**config.mk**
```make
export PLATFORM = sky130hd
export DESIGN_NAME = decoder_5_to_32_seq
export DESIGN_NICKNAME = d
export VERILOG_FILES = /design/src/rtl/decoder_5_to_32_seq.sv
export SDC_FILE = /design/constraint.sdc
export NUM_CORES = 1
export LEC_CHECK = 0
export BUFFER_PORTS_ARGS = -buffer_cell sky130_fd_sc_hd__buf_2
export CAP_MARGIN = 20
export CORE_AREA = 3 3 62 64
export CTS_CLUSTER_DIAMETER = 30
export CTS_CLUSTER_SIZE = 14
export DETAILED_ROUTE_END_ITERATION = 10
export DIE_AREA = 0 0 65 67
export PLACE_DENSITY_LB_ADDON = 0.12
export REMOVE_ABC_BUFFERS = 1
export SETUP_SLACK_MARGIN = 0.15
export SLEW_MARGIN = 20
export SYNTH_ARGS = -nofsm -noshare
export SYNTH_HDL_FRONTEND = slang
export SYNTH_SLANG_ARGS = --single-unit
```
**constraint.sdc**
```tcl
create_clock -name clock_i -period 1.57 [get_ports clock_i]
set_input_delay 0.314 -clock clock_i [delete_from_list [all_inputs] [get_ports clock_i]]
set_output_delay 0.314 -clock clock_i [all_outputs]
set_load 0.05 [all_outputs]
```
**src/rtl/decoder_5_to_32_seq.sv**
```systemverilog
// Registered 5-to-32 one-hot decoder with a valid/ready request port and a SWEEP
// mode that walks every real index once, for clearing or initialising the register file.
//
// state | meaning
// IDLE  | accept one decode request per cycle; start launches a sweep
// SWEEP | drive 1<<sweep_idx each cycle from 0 up to MAX_VALID, abort exits early
module decoder_5_to_32_seq #(
  parameter int SEL_W     = 5,
  parameter int N_OUT     = 32,
  parameter int MAX_VALID = 23,
  parameter int NONE_CODE = 31
) (
  input  logic             clock_i,
  input  logic             clear_i,
  input  logic             in_valid_i,
  input  logic [SEL_W-1:0] in_sel_i,
  output logic             in_ready_o,
  input  logic             start_i,
  input  logic             abort_i,
  output logic [N_OUT-1:0] out_onehot_o,
  output logic             out_valid_o,
  output logic             err_o,
  output logic             busy_o,
  output logic [SEL_W-1:0] sweep_idx_o
);

  typedef enum logic {
    IDLE  = 1'b0,
    SWEEP = 1'b1
  } state_e;

  state_e             state_q, state_d;
  logic [SEL_W-1:0]   sweep_idx_q, sweep_idx_d;
  logic [N_OUT-1:0]   onehot_q, onehot_d;
  logic               valid_q, valid_d;
  logic               err_q, err_d;

  logic               accept;
  logic               sweep_last;

  assign in_ready_o = (state_q == IDLE) && !start_i;
  assign accept     = in_valid_i && in_ready_o;
  assign sweep_last = (sweep_idx_q == SEL_W'(MAX_VALID));

  always_ff @(posedge clock_i or negedge clear_i) begin
    if (!clear_i) begin
      state_q     <= IDLE;
      sweep_idx_q <= '0;
      onehot_q    <= '0;
      valid_q     <= 1'b0;
      err_q       <= 1'b0;
    end else begin
      state_q     <= state_d;
      sweep_idx_q <= sweep_idx_d;
      onehot_q    <= onehot_d;
      valid_q     <= valid_d;
      err_q       <= err_d;
    end
  end

  always_comb begin
    state_d = state_q;
    case (state_q)
      IDLE: begin
        if (start_i) state_d = SWEEP;
      end
      SWEEP: begin
        if (abort_i || sweep_last) state_d = IDLE;
      end
      default: state_d = IDLE;
    endcase
  end

  // Indices between MAX_VALID and NONE_CODE have no enable line and flag err.
  always_comb begin
    onehot_d    = '0;
    valid_d     = 1'b0;
    err_d       = 1'b0;
    sweep_idx_d = sweep_idx_q;
    case (state_q)
      IDLE: begin
        sweep_idx_d = '0;
        if (accept) begin
          valid_d = 1'b1;
          if (in_sel_i <= SEL_W'(MAX_VALID)) begin
            onehot_d = N_OUT'(1) << in_sel_i;
          end else if (in_sel_i != SEL_W'(NONE_CODE)) begin
            err_d = 1'b1;
          end
        end
      end
      SWEEP: begin
        if (abort_i) begin
          sweep_idx_d = '0;
        end else begin
          onehot_d    = N_OUT'(1) << sweep_idx_q;
          valid_d     = 1'b1;
          sweep_idx_d = sweep_last ? '0 : sweep_idx_q + SEL_W'(1);
        end
      end
      default: sweep_idx_d = '0;
    endcase
  end

  assign out_onehot_o = onehot_q;
  assign out_valid_o  = valid_q;
  assign err_o        = err_q;
  assign busy_o       = (state_q == SWEEP);
  assign sweep_idx_o  = sweep_idx_q;

endmodule

```
==> key figures, run 1 <==
GRT
  • Initial antenna violation count: 0
  • Overflow after GRT: 0
  • Vias in the first global route: 1271
  • First-pass GRT wire length: 6.04 mm
  • Total track usage: 0.190
  • Largest net degree at the start of global routing: 25

STA
  • RSZ-0062 raised after global routing: yes
  • Tmin final: 1370 ps
  • Final hold vios: 0
  • Setup TNS: 0 ps
  • F_max: 729 MHz
  • Finish-stage setup viols: 0
  • Slew Viols, Final: 0
  • Clock skew: 10.2 ps
  • Final period utilization: 0.874
  • Slew HR: 0.724
  • Slew @ Worst Pin: 415 ps

Routing
  • Routed Antenna Nets: 0
  • Vias per cell: 5.24
  • Drt drc: 0
  • WL per Instance: 14.9 µm
  • Detailed Routing Iterations Pass 1: 4
  • Final WL: 3.74 mm
  • DRT iter0 DRCs: 45
  • Via count: 1316

Critical path
  • Delay-heaviest family, CP: flip-flops
  • Reg2reg start: busy_o
  • Crit path depth: 2
  • Internal reg-to-reg setup slack: 270 ps
  • Worst setup SP type: flip-flop
  • Slowest-stage cell, CP: dfrtp_2
  • Worst Setup End Kind: primary output
  • WP data required: 1260 ps
  • Crit path buf inv count: 1
  • Worst R2R Path Depth: 4
  • Critical path fanouts, max: 4
  • Worst r2r dst: out_onehot_o[12]
  • WP data arrival: 1060 ps
  • Worst Setup EP: in_ready_o
  • Critical path's largest stage delay: 450 ps
  • Critical path type: flip-flop to primary output
  • Crit path from: busy_o
  • CP Cell Sequence: nor2_2 > buf_6

Pwr
  • Logic pwr share: 0.138
  • Clock power frac: 0.332
  • Maximum vdd drop: 0.483 mV
  • Cell Int Power: 1470 µW
  • Psw: 537 µW
  • Pwr dens: 944 nW/µm²
  • Sequential fraction of design power: 0.531
  • Switching part of the total power: 0.268
  • LEAKAGE: 0.00106 µW

Floorplanning
  • Initial core utilization: 0.498
  • Die height: 67 µm
  • Ports: 51
  • Die ar.: 4360 µm²
  • Die span in x: 65 µm
  • Core ar.: 3340 µm²
  • FP Rows: 21

Synthesis
  • Yosys top cell area share: 0.602
  • Syn Inst Count: 143
  • Yosys reg bits: 40
  • Area leader, netlist: dfrtp_1
  • Synth warnings: 0
  • Distinct cell type count after synthesis: 26
  • Synthesized area: 1660 µm²
  • Syn avg cell area: 11.6 µm²
  • Seq/Total Area, Yosys: 0.602
  • Top post-synthesis cells by area: dfrtp_1 60%, o22ai_1 8.3%, ha_1 4.5%

Clock network
  • Worst skew pair latency: 350 ps
  • CTS buffer count: 5
  • Clock transition at path regs: 110 ps
  • Clk buf depth: 2
  • CTS tree: yes
  • Clk sink count: 40
  • H-tree depth: 2
  • Root Buffer: clkbuf_4

Place
  • # port buffers: 50
  • GPL Wtd Cong: 0.865
  • DP Wirelength: 2.75 mm

Job
  • Max cap viols: 0

Final layout
  • Syn-to-layout area delta: 27.6%
  • Share of layout cells above drive strength 1: 0.390
  • Fillers: 295
  • N_diodes: 0
  • Final design utilization: 0.636
  • Final nets: 220

Status
  • Run status: completed

Worst hold path
  • Worst hold path class: primary input to flip-flop
==> worst min path at each step <==
stage                     startpoint              end  slack (ps)  depth (start not counted)
final                     in_valid_i      out_valid_o         240                          3
after global routing      in_valid_i      out_valid_o         240                          3
after CTS                    start_i           busy_o         230                          3
after detailed placement     clear_i  out_onehot_o[4]         270                          1
after global placement       clear_i  out_onehot_o[4]         270                          1
after floorplan              clear_i           busy_o          20                          0
==> worst register-to-register path: cells and delay by family, from the launching register on <==
kind | cells | cell delay (ps)
compound gates | 1 | 200
buf+inv | 1 | 180
flops | 1 | 450
simple gates | 2 | 390
==> placed cells by master, fill, tap and decap left out, types with 2 or more instances in the layout <==
master	Yosys	final
dfrtp_1	40	35
nand2b_1	4	4
inv_1	5	5
buf_2	1	44
nor2_1	17	16
o22ai_1	22	22
nand2b_4	2	2
ha_1	6	6
clkbuf_4	0	5
nand3_1	10	10
dfrtp_2	0	5
nor2b_1	2	2
nand3b_1	3	3
o22ai_2	2	2
buf_4	0	10
nand2_1	14	14
==> sequential cells by signal, summed over array words and instances, names as in the netlist <==
name	cells
out_onehot_o	32
sweep_idx_o	5
busy_o	1
err_o	1
out_valid_o	1
==> metrics by stage <==
| stage | power (µW) | hold slack (ps) | instances | area, µm² | setup slack [ps] |
|---|---|---|---|---|---|
| final | 2000 | 242 | 251 | 2120 | 198 |
| after floorplan | 1240 | 18.4 | 140 | 1640 | -171 |
| after global routing | 2080 | 244 | 251 | 2120 | 142 |
| after detailed placement | 1330 | 271 | 237 | 1960 | 234 |
| after global placement | 1330 | 268 | 237 | 1960 | 293 |
| after CTS | 2010 | 227 | 248 | 2080 | 155 |
==> per-layer routing <==
| layer | GRT usage | routed length [µm] |
|---|---|---|
| met1 | 0.216 | 1520 |
| met2 | 0.331 | 1900 |
| met3 | 0.0540 | 247 |
| met4 | 0.0844 | 68 |
| met5 | 0 | 0 |
==> cells in the mapped netlist (all sizes together) <==
| library cell | n |
|---|---|
| a21oi | 1 |
| a31oi | 1 |
| and2b | 1 |
| buf | 3 |
| dfrtp | 40 |
| ha | 6 |
| inv | 5 |
| nand2 | 14 |
| nand2b | 6 |
| nand3 | 10 |
| nand3b | 4 |
| nand4b | 1 |
| nand4bb | 1 |
| nor2 | 17 |
| nor2b | 3 |
| o21ai | 3 |
| o22ai | 24 |
| or2 | 1 |
| or3 | 1 |
| xor2 | 1 |
==> timing repair <==
| item | in CTS | in global routing |
|---|---|---|
| pin swaps | 0 | 1 |
| setup endpoints to repair | 6 | 11 |
| hold buffers | 1 | 0 |
| setup buffers | 2 | 3 |
| cloned | 0 | 0 |
| resized for setup | 8 | 7 |
| endpoints found under the hold margin | 16 | 0 |
==> power by group through the flow <==
stage | Combinational, µW | Sequential (µW) | Clock [µW]
floorplan | 87.4 | 1160 | 0
global placement | 243 | 1090 | 0
detailed placement | 243 | 1090 | 0
CTS | 271 | 1060 | 674
global route | 297 | 1070 | 720
finish | 275 | 1060 | 664
==> logic make-up after synthesis <==
logic type,synth area share
AND/OR/NAND/NOR,0.206
flip-flops,0.602
AO/OA/AOI/OAI,0.114
buffers and inverters,0.0278
adder cells (fa/ha/maj),0.0451
XOR/XNOR,0.00527
==> area by class of cell <==
type,instances,area [µm²],area share
flip-flops and latches,40,1010,0.475
multi-input cells,95,622,0.293
repair buffers,57,337,0.159
well taps,46,57.6,0.0271
clock inverters,3,42.5,0.0200
clock buffers,5,37.5,0.0177
inverters,5,18.8,0.00884
No activity file was read; power rests on OpenSTA's default activity.
==> run 2, diff against run 1 <==
--- a/config.mk
+++ b/config.mk
@@ -7,11 +7,11 @@
 export LEC_CHECK = 0
 export BUFFER_PORTS_ARGS = -buffer_cell sky130_fd_sc_hd__buf_2
 export CAP_MARGIN = 20
-export CORE_AREA = 3 3 62 64
+export CORE_AREA = 3 3 65 67
 export CTS_CLUSTER_DIAMETER = 30
 export CTS_CLUSTER_SIZE = 14
 export DETAILED_ROUTE_END_ITERATION = 10
-export DIE_AREA = 0 0 65 67
+export DIE_AREA = 0 0 68 70
 export PLACE_DENSITY_LB_ADDON = 0.12
 export REMOVE_ABC_BUFFERS = 1
 export SETUP_SLACK_MARGIN = 0.15
==> constraint.sdc (replaced) <==
create_clock -name clock_i -period 1.15 [get_ports clock_i]
set_input_delay 0.23 -clock clock_i [delete_from_list [all_inputs] [get_ports clock_i]]
set_output_delay 0.23 -clock clock_i [all_outputs]
set_load 0.05 [all_outputs]
==> run 2 against run 1 <==
  * Highest routed layer unchanged
  * Sequential cell count stayed put
  * First-iteration DRC count grew 130%
  * Critical path type unchanged
  * Largest power group unchanged
  * Critical path depth did not move
  * Sequential power rose by 38%
  * Non-clock buffer count grew 22
  * Die area up 9.3%
  * Via count up 10%
  * Largest cell class unchanged
  * Routed wire length rose by 29%
  * The flow now finishes with violations (negative setup slack)
  * Clock-buffer cell count did not move
==> key figures, run 2 (same netlist as run 1, synthesis figures left out) <==
STA
  • Slew Viols, Final: 0
  • Slew @ Worst Pin: 338 ps
  • Slew HR: 0.774
  • Hold Worst Slack: 205 ps
  • F_max: 788 MHz
  • Final hold vios: 0
  • Final period utilization: 1.10
  • Finish-stage setup viols: 32
  • Tmin final: 1270 ps
  • Setup TNS: -1530 ps
  • RSZ-0062 raised after global routing: yes
  • Clock skew: 5.69 ps
  • Setup WS post-layout: -119 ps

Status
  • Violated checks: negative setup slack
  • Run status: complete, but fails checks

Routing
  • Vias per cell: 5.26
  • Detailed Routing Iterations Pass 1: 4
  • Drt drc: 0
  • Routed Antenna Nets: 0
  • Final WL: 4.84 mm
  • Via count: 1447
  • DRT iter0 DRCs: 103
  • WL per Instance: 17.6 µm

Floorplanning
  • Core ar.: 3690 µm²
  • FP Rows: 22
  • Ports: 51
  • Initial core utilization: 0.451
  • Die height: 70 µm
  • Die ar.: 4760 µm²
  • Die span in x: 68 µm

GRT
  • Vias in the first global route: 1482
  • Largest net degree at the start of global routing: 41
  • First-pass GRT wire length: 7.25 mm
  • Total track usage: 0.205
  • Initial antenna violation count: 0
  • Overflow after GRT: 0

Critical path
  • Worst setup SP type: flip-flop
  • WP data arrival: 1040 ps
  • Worst Setup End Kind: primary output
  • Critical path type: flip-flop to primary output
  • Critical path fanouts, max: 4
  • WP data required: 920 ps
  • Internal reg-to-reg setup slack: -100 ps

Final layout
  • Most frequent cells in the layout: 48 x buf_6, 35 x dfrtp_1, 18 x buf_4
  • Final design utilization: 0.787
  • Largest register FFs: 32
  • Commonest non-fill, non-tap cell in the layout: buf_6
  • N_diodes: 0
  • Share of layout cells above drive strength 1: 0.683
  • Final nets: 242
  • Syn-to-layout area delta: 74.6%
  • Final Cell Area: 2900 µm²

Pwr
  • Switching part of the total power: 0.297
  • Cell Int Power: 2100 µW
  • Tot Pwr: 2990 µW
  • Logic pwr share: 0.203
  • Maximum vdd drop: 1.05 mV
  • Clock power frac: 0.309
  • Pwr dens: 1030 nW/µm²
  • LEAKAGE: 0.00131 µW
  • Sequential fraction of design power: 0.489
  • Psw: 888 µW

Place
  • Placed Area: 2080 µm²
  • # port buffers: 50
  • GPL Wtd Cong: 0.828
  • DP Wirelength: 2.99 mm

Clock network
  • Clk buf depth: 2
  • Clock transition at path regs: 70 ps
  • CTS tree: yes
  • Root Buffer: clkbuf_8
  • Worst skew pair latency: 300 ps
  • Clk sink count: 40
  • H-tree depth: 2
  • CTS buffer count: 5

Worst hold path
  • Worst hold path class: primary input to flip-flop

Job
  • Max cap viols: 0
-- run 2: changes by cell type in the layout (fill, tap and decap cells not counted), moves of 8 or more --
cell and delta:
buf_4 +8, nand2_1 -10, buf_6 +47, o22ai_2 +15, buf_2 -35, nor2_1 -9, o22ai_1 -15
-- run 2: repair_timing --
| action | 4_1_cts | 5_1_grt |
|---|---|---|
| pin swaps | 14 | 18 |
| setup buffers | 7 | 5 |
| endpoints found under the hold margin | 40 | 0 |
| gates resized for setup | 119 | 50 |
| hold buffers | 1 | 0 |
| endpoints found under the setup margin | 80 | 80 |
-- run 2: worst max-delay path: stages (launching register included) --
cell     delay (ps)
dfrtp_2         460
buf_6           140
buf_8           140
-- run 2: path summary, 6_finish.rpt --
check                               startpoint                to  depth (start not counted)
max in group asynchronous              clear_i            busy_o                          3
min in group asynchronous              clear_i  out_onehot_o[29]                          3
worst min register to register          busy_o            busy_o                          2
worst max-delay path            sweep_idx_o[1]    sweep_idx_o[1]                          2
worst max register to register          busy_o  out_onehot_o[13]                          5
worst min-delay path               in_sel_i[2]             err_o                          2
-- run 2: power by group through the flow --
stage                     clock network, µW  logic (µW)  registers (µW)
after detailed placement                  0         391            1480
after floorplan                           0         119            1580
after CTS                               937         515            1450
after global routing                   1010         640            1460
after global placement                    0         384            1480
final                                   923         606            1460
-- run 2: cell type report --
type | instances | area [µm²]
Clock buffer | 5 | 68.8
Clock inverter | 3 | 18.8
Fill cell | 216 | 786
Inverter | 5 | 18.8
Multi-Input combinational cell | 95 | 948
Sequential cell | 40 | 1010
Tap cell | 48 | 60.1
Timing Repair Buffer | 79 | 781
-- run 2: per-layer routing --
layer / vias up / GRT usage / part of all wire
li1: 666 / - / -
met1: 719 / 0.248 / 0.40
met2: 52 / 0.337 / 0.52
met3: 10 / 0.0563 / 0.059
met4: 0 / 0.0817 / 0.024
met5: - / 0 / 0
-- run 2: stage by stage --
step	cells	setup slack, ps
final	275	-119
after floorplan	140	-507
after global routing	275	-158
after CTS	270	-103
after global placement	254	-37.6
after detailed placement	254	-58.3
==> run 3, diff against run 2 <==
--- a/config.mk
+++ b/config.mk
@@ -7,11 +7,11 @@
 export LEC_CHECK = 0
 export BUFFER_PORTS_ARGS = -buffer_cell sky130_fd_sc_hd__buf_2
 export CAP_MARGIN = 20
-export CORE_AREA = 3 3 65 67
+export CORE_AREA = 3 3 62 64
 export CTS_CLUSTER_DIAMETER = 30
 export CTS_CLUSTER_SIZE = 14
 export DETAILED_ROUTE_END_ITERATION = 10
-export DIE_AREA = 0 0 68 70
+export DIE_AREA = 0 0 65 67
 export PLACE_DENSITY_LB_ADDON = 0.12
 export REMOVE_ABC_BUFFERS = 1
 export SETUP_SLACK_MARGIN = 0.15
==> constraint.sdc (replaced) <==
create_clock -name clock_i -period 1.2 [get_ports clock_i]
set_input_delay 0.24 -clock clock_i [delete_from_list [all_inputs] [get_ports clock_i]]
set_output_delay 0.24 -clock clock_i [all_outputs]
set_load 0.05 [all_outputs]
==> run 3 against run 2 <==
  * The run still ends with negative setup slack left
  * Worst hold slack got worse by 38 ps
  * Non-clock buffer count did not move
  * Critical path depth rose by 3
  * Via count rose by 12%
  * Largest cell class is now multi-input gates
==> key figures, run 3 (same netlist as run 1, synthesis figures left out) <==
Critical path
  • Worst R2R Path Depth: 5
  • WP data required: 1490 ps
  • Critical path type: flip-flop to flip-flop
  • Critical path fanouts, max: 7
  • Worst setup SP type: flip-flop
  • Slowest-stage cell, CP: dfrtp_2
  • Reg2reg start: busy_o
  • Internal reg-to-reg setup slack: -150 ps
  • CP dominant cell by count: buf_4
  • Worst Setup EP: out_onehot_o[22]
  • Crit path from: busy_o
  • WP data arrival: 1630 ps
  • Worst Setup End Kind: flip-flop
  • CP Cell Sequence: buf_4 > nor2b_4 > buf_4 > nand3_4 > o22ai_1
  • Critical path's largest stage delay: 420 ps
  • Worst r2r dst: out_onehot_o[22]

Place
  • # port buffers: 50
  • GPL Wtd Cong: 0.917
  • DP Wirelength: 2.93 mm
  • Placed Area: 2040 µm²

Clock network
  • Root Buffer: clkbuf_4
  • CTS tree: yes
  • Clk sink count: 40
  • Clk buf depth: 2
  • Clock transition at path regs: 130 ps
  • CTS buffer count: 5
  • H-tree depth: 2
  • Worst skew pair latency: 370 ps

Routing
  • Final WL: 6.51 mm
  • Drt drc: 0
  • Top Layer Used: met4
  • Detailed Routing Iterations Pass 1: 4
  • M1 WL: 2.27 mm
  • WL per Instance: 23.8 µm
  • Via count: 1626
  • Vias per cell: 5.96
  • Met3 wire length: 476 µm
  • Metal2 WL: 3.40 mm
  • Routed Antenna Nets: 0
  • DRT iter0 DRCs: 143

STA
  • Finish-stage setup viols: 42
  • Slew Viols, Final: 0
  • Final hold vios: 0
  • Slew HR: 0.710
  • Tmin final: 1350 ps
  • Setup WS post-layout: -146 ps
  • F_max: 743 MHz
  • Final period utilization: 1.12
  • RSZ-0062 raised after global routing: yes
  • Clock skew: 7.16 ps
  • Slew @ Worst Pin: 435 ps

GRT
  • Initial antenna violation count: 0
  • Total track usage: 0.273
  • Largest net degree at the start of global routing: 25
  • Overflow after GRT: 0
  • Vias in the first global route: 1641
  • First-pass GRT wire length: 8.63 mm

Floorplanning
  • Die span in x: 65 µm
  • Die height: 67 µm
  • Core ar.: 3340 µm²
  • Die ar.: 4360 µm²
  • Ports: 51
  • FP Rows: 21
  • Initial core utilization: 0.498

Final layout
  • Largest register FFs: 32
  • N_diodes: 0
  • Most frequent cells in the layout: 46 x buf_6, 36 x dfrtp_1, 19 x o22ai_2
  • Final nets: 242
  • Commonest non-fill, non-tap cell in the layout: buf_6
  • Share of layout cells above drive strength 1: 0.718
  • Syn-to-layout area delta: 80.0%
  • Final Cell Area: 2990 µm²

Status
  • Run status: complete, but fails checks
  • Violated checks: negative setup slack

Pwr
  • Pwr dens: 983 nW/µm²
  • Maximum vdd drop: 0.996 mV
  • LEAKAGE: 0.00132 µW
  • Tot Pwr: 2940 µW

Worst hold path
  • Worst hold path class: primary input to flip-flop

Job
  • Max cap viols: 0
==> run 3: stage by stage <==
| stage | hold slack (ps) | TNS [ps] | util | setup WS (ps) | instances |
|---|---|---|---|---|---|
| 6_report | 166 | -3210 | 0.897 | -146 | 273 |
| 5_1_grt | 172 | -4520 | 0.897 | -178 | 273 |
| 4_1_cts | 153 | -702 | 0.828 | -115 | 268 |
| 3_5_place_dp | 192 | -110 | 0.611 | -24.7 | 247 |
| 3_3_place_gp | 183 | 0 | 0.611 | 10.9 | 247 |
| 2_1_floorplan | -55.6 | -8130 | - | -467 | 140 |
==> run 3: what timing repair did <==
action                                  CTS  global route
hold buffers                              1             0
hold endpoints to repair                 16             0
buffers inserted                         12             5
resized for setup                       145            45
endpoints found under the setup margin   80            80
pin swaps                                17            13
==> run 3: final cells by class <==
| class | count | area, µm² |
|---|---|---|
| fill | 125 | 344 |
| timing repair buffer | 79 | 793 |
| multi-input combinational | 95 | 1030 |
| clock inverter | 3 | 42.5 |
| clock buffer | 5 | 37.5 |
| sequential | 40 | 1010 |
| inverter | 5 | 26.3 |
| tap | 46 | 57.6 |
==> run 3: report_power, final <==
| part | internal [µW] | leakage, µW | switching [µW] |
|---|---|---|---|
| sequential | 1370 | 0.000547 | 20.8 |
| combinational | 242 | 0.000736 | 383 |
| clock | 434 | 0.0000412 | 488 |
==> run 3: worst min path at each step <==
stage,start,endpoint,slack (ps),cells after the start
6_report,start_i,busy_o,170,3
3_3_place_gp,clear_i,out_onehot_o[4],180,1
3_5_place_dp,clear_i,out_onehot_o[5],190,1
4_1_cts,start_i,busy_o,150,3
5_1_grt,in_sel_i[0],out_onehot_o[10],170,3
2_1_floorplan,clear_i,busy_o,-60,0
==> run 3: metal layers <==
metal,up-vias,track usage
li1,669,-
met1,819,0.297
met2,106,0.511
met3,32,0.0556
met4,0,0.116
met5,-,0
==> run 3: critical path, delay by kind of cell, from the launching register on <==
kind / cells / cell delay [ps]
DFF: 1 / 420
AOI/OAI and AO/OA: 1 / 200
and+or+nand+nor: 2 / 290
buffers and inverters: 2 / 350
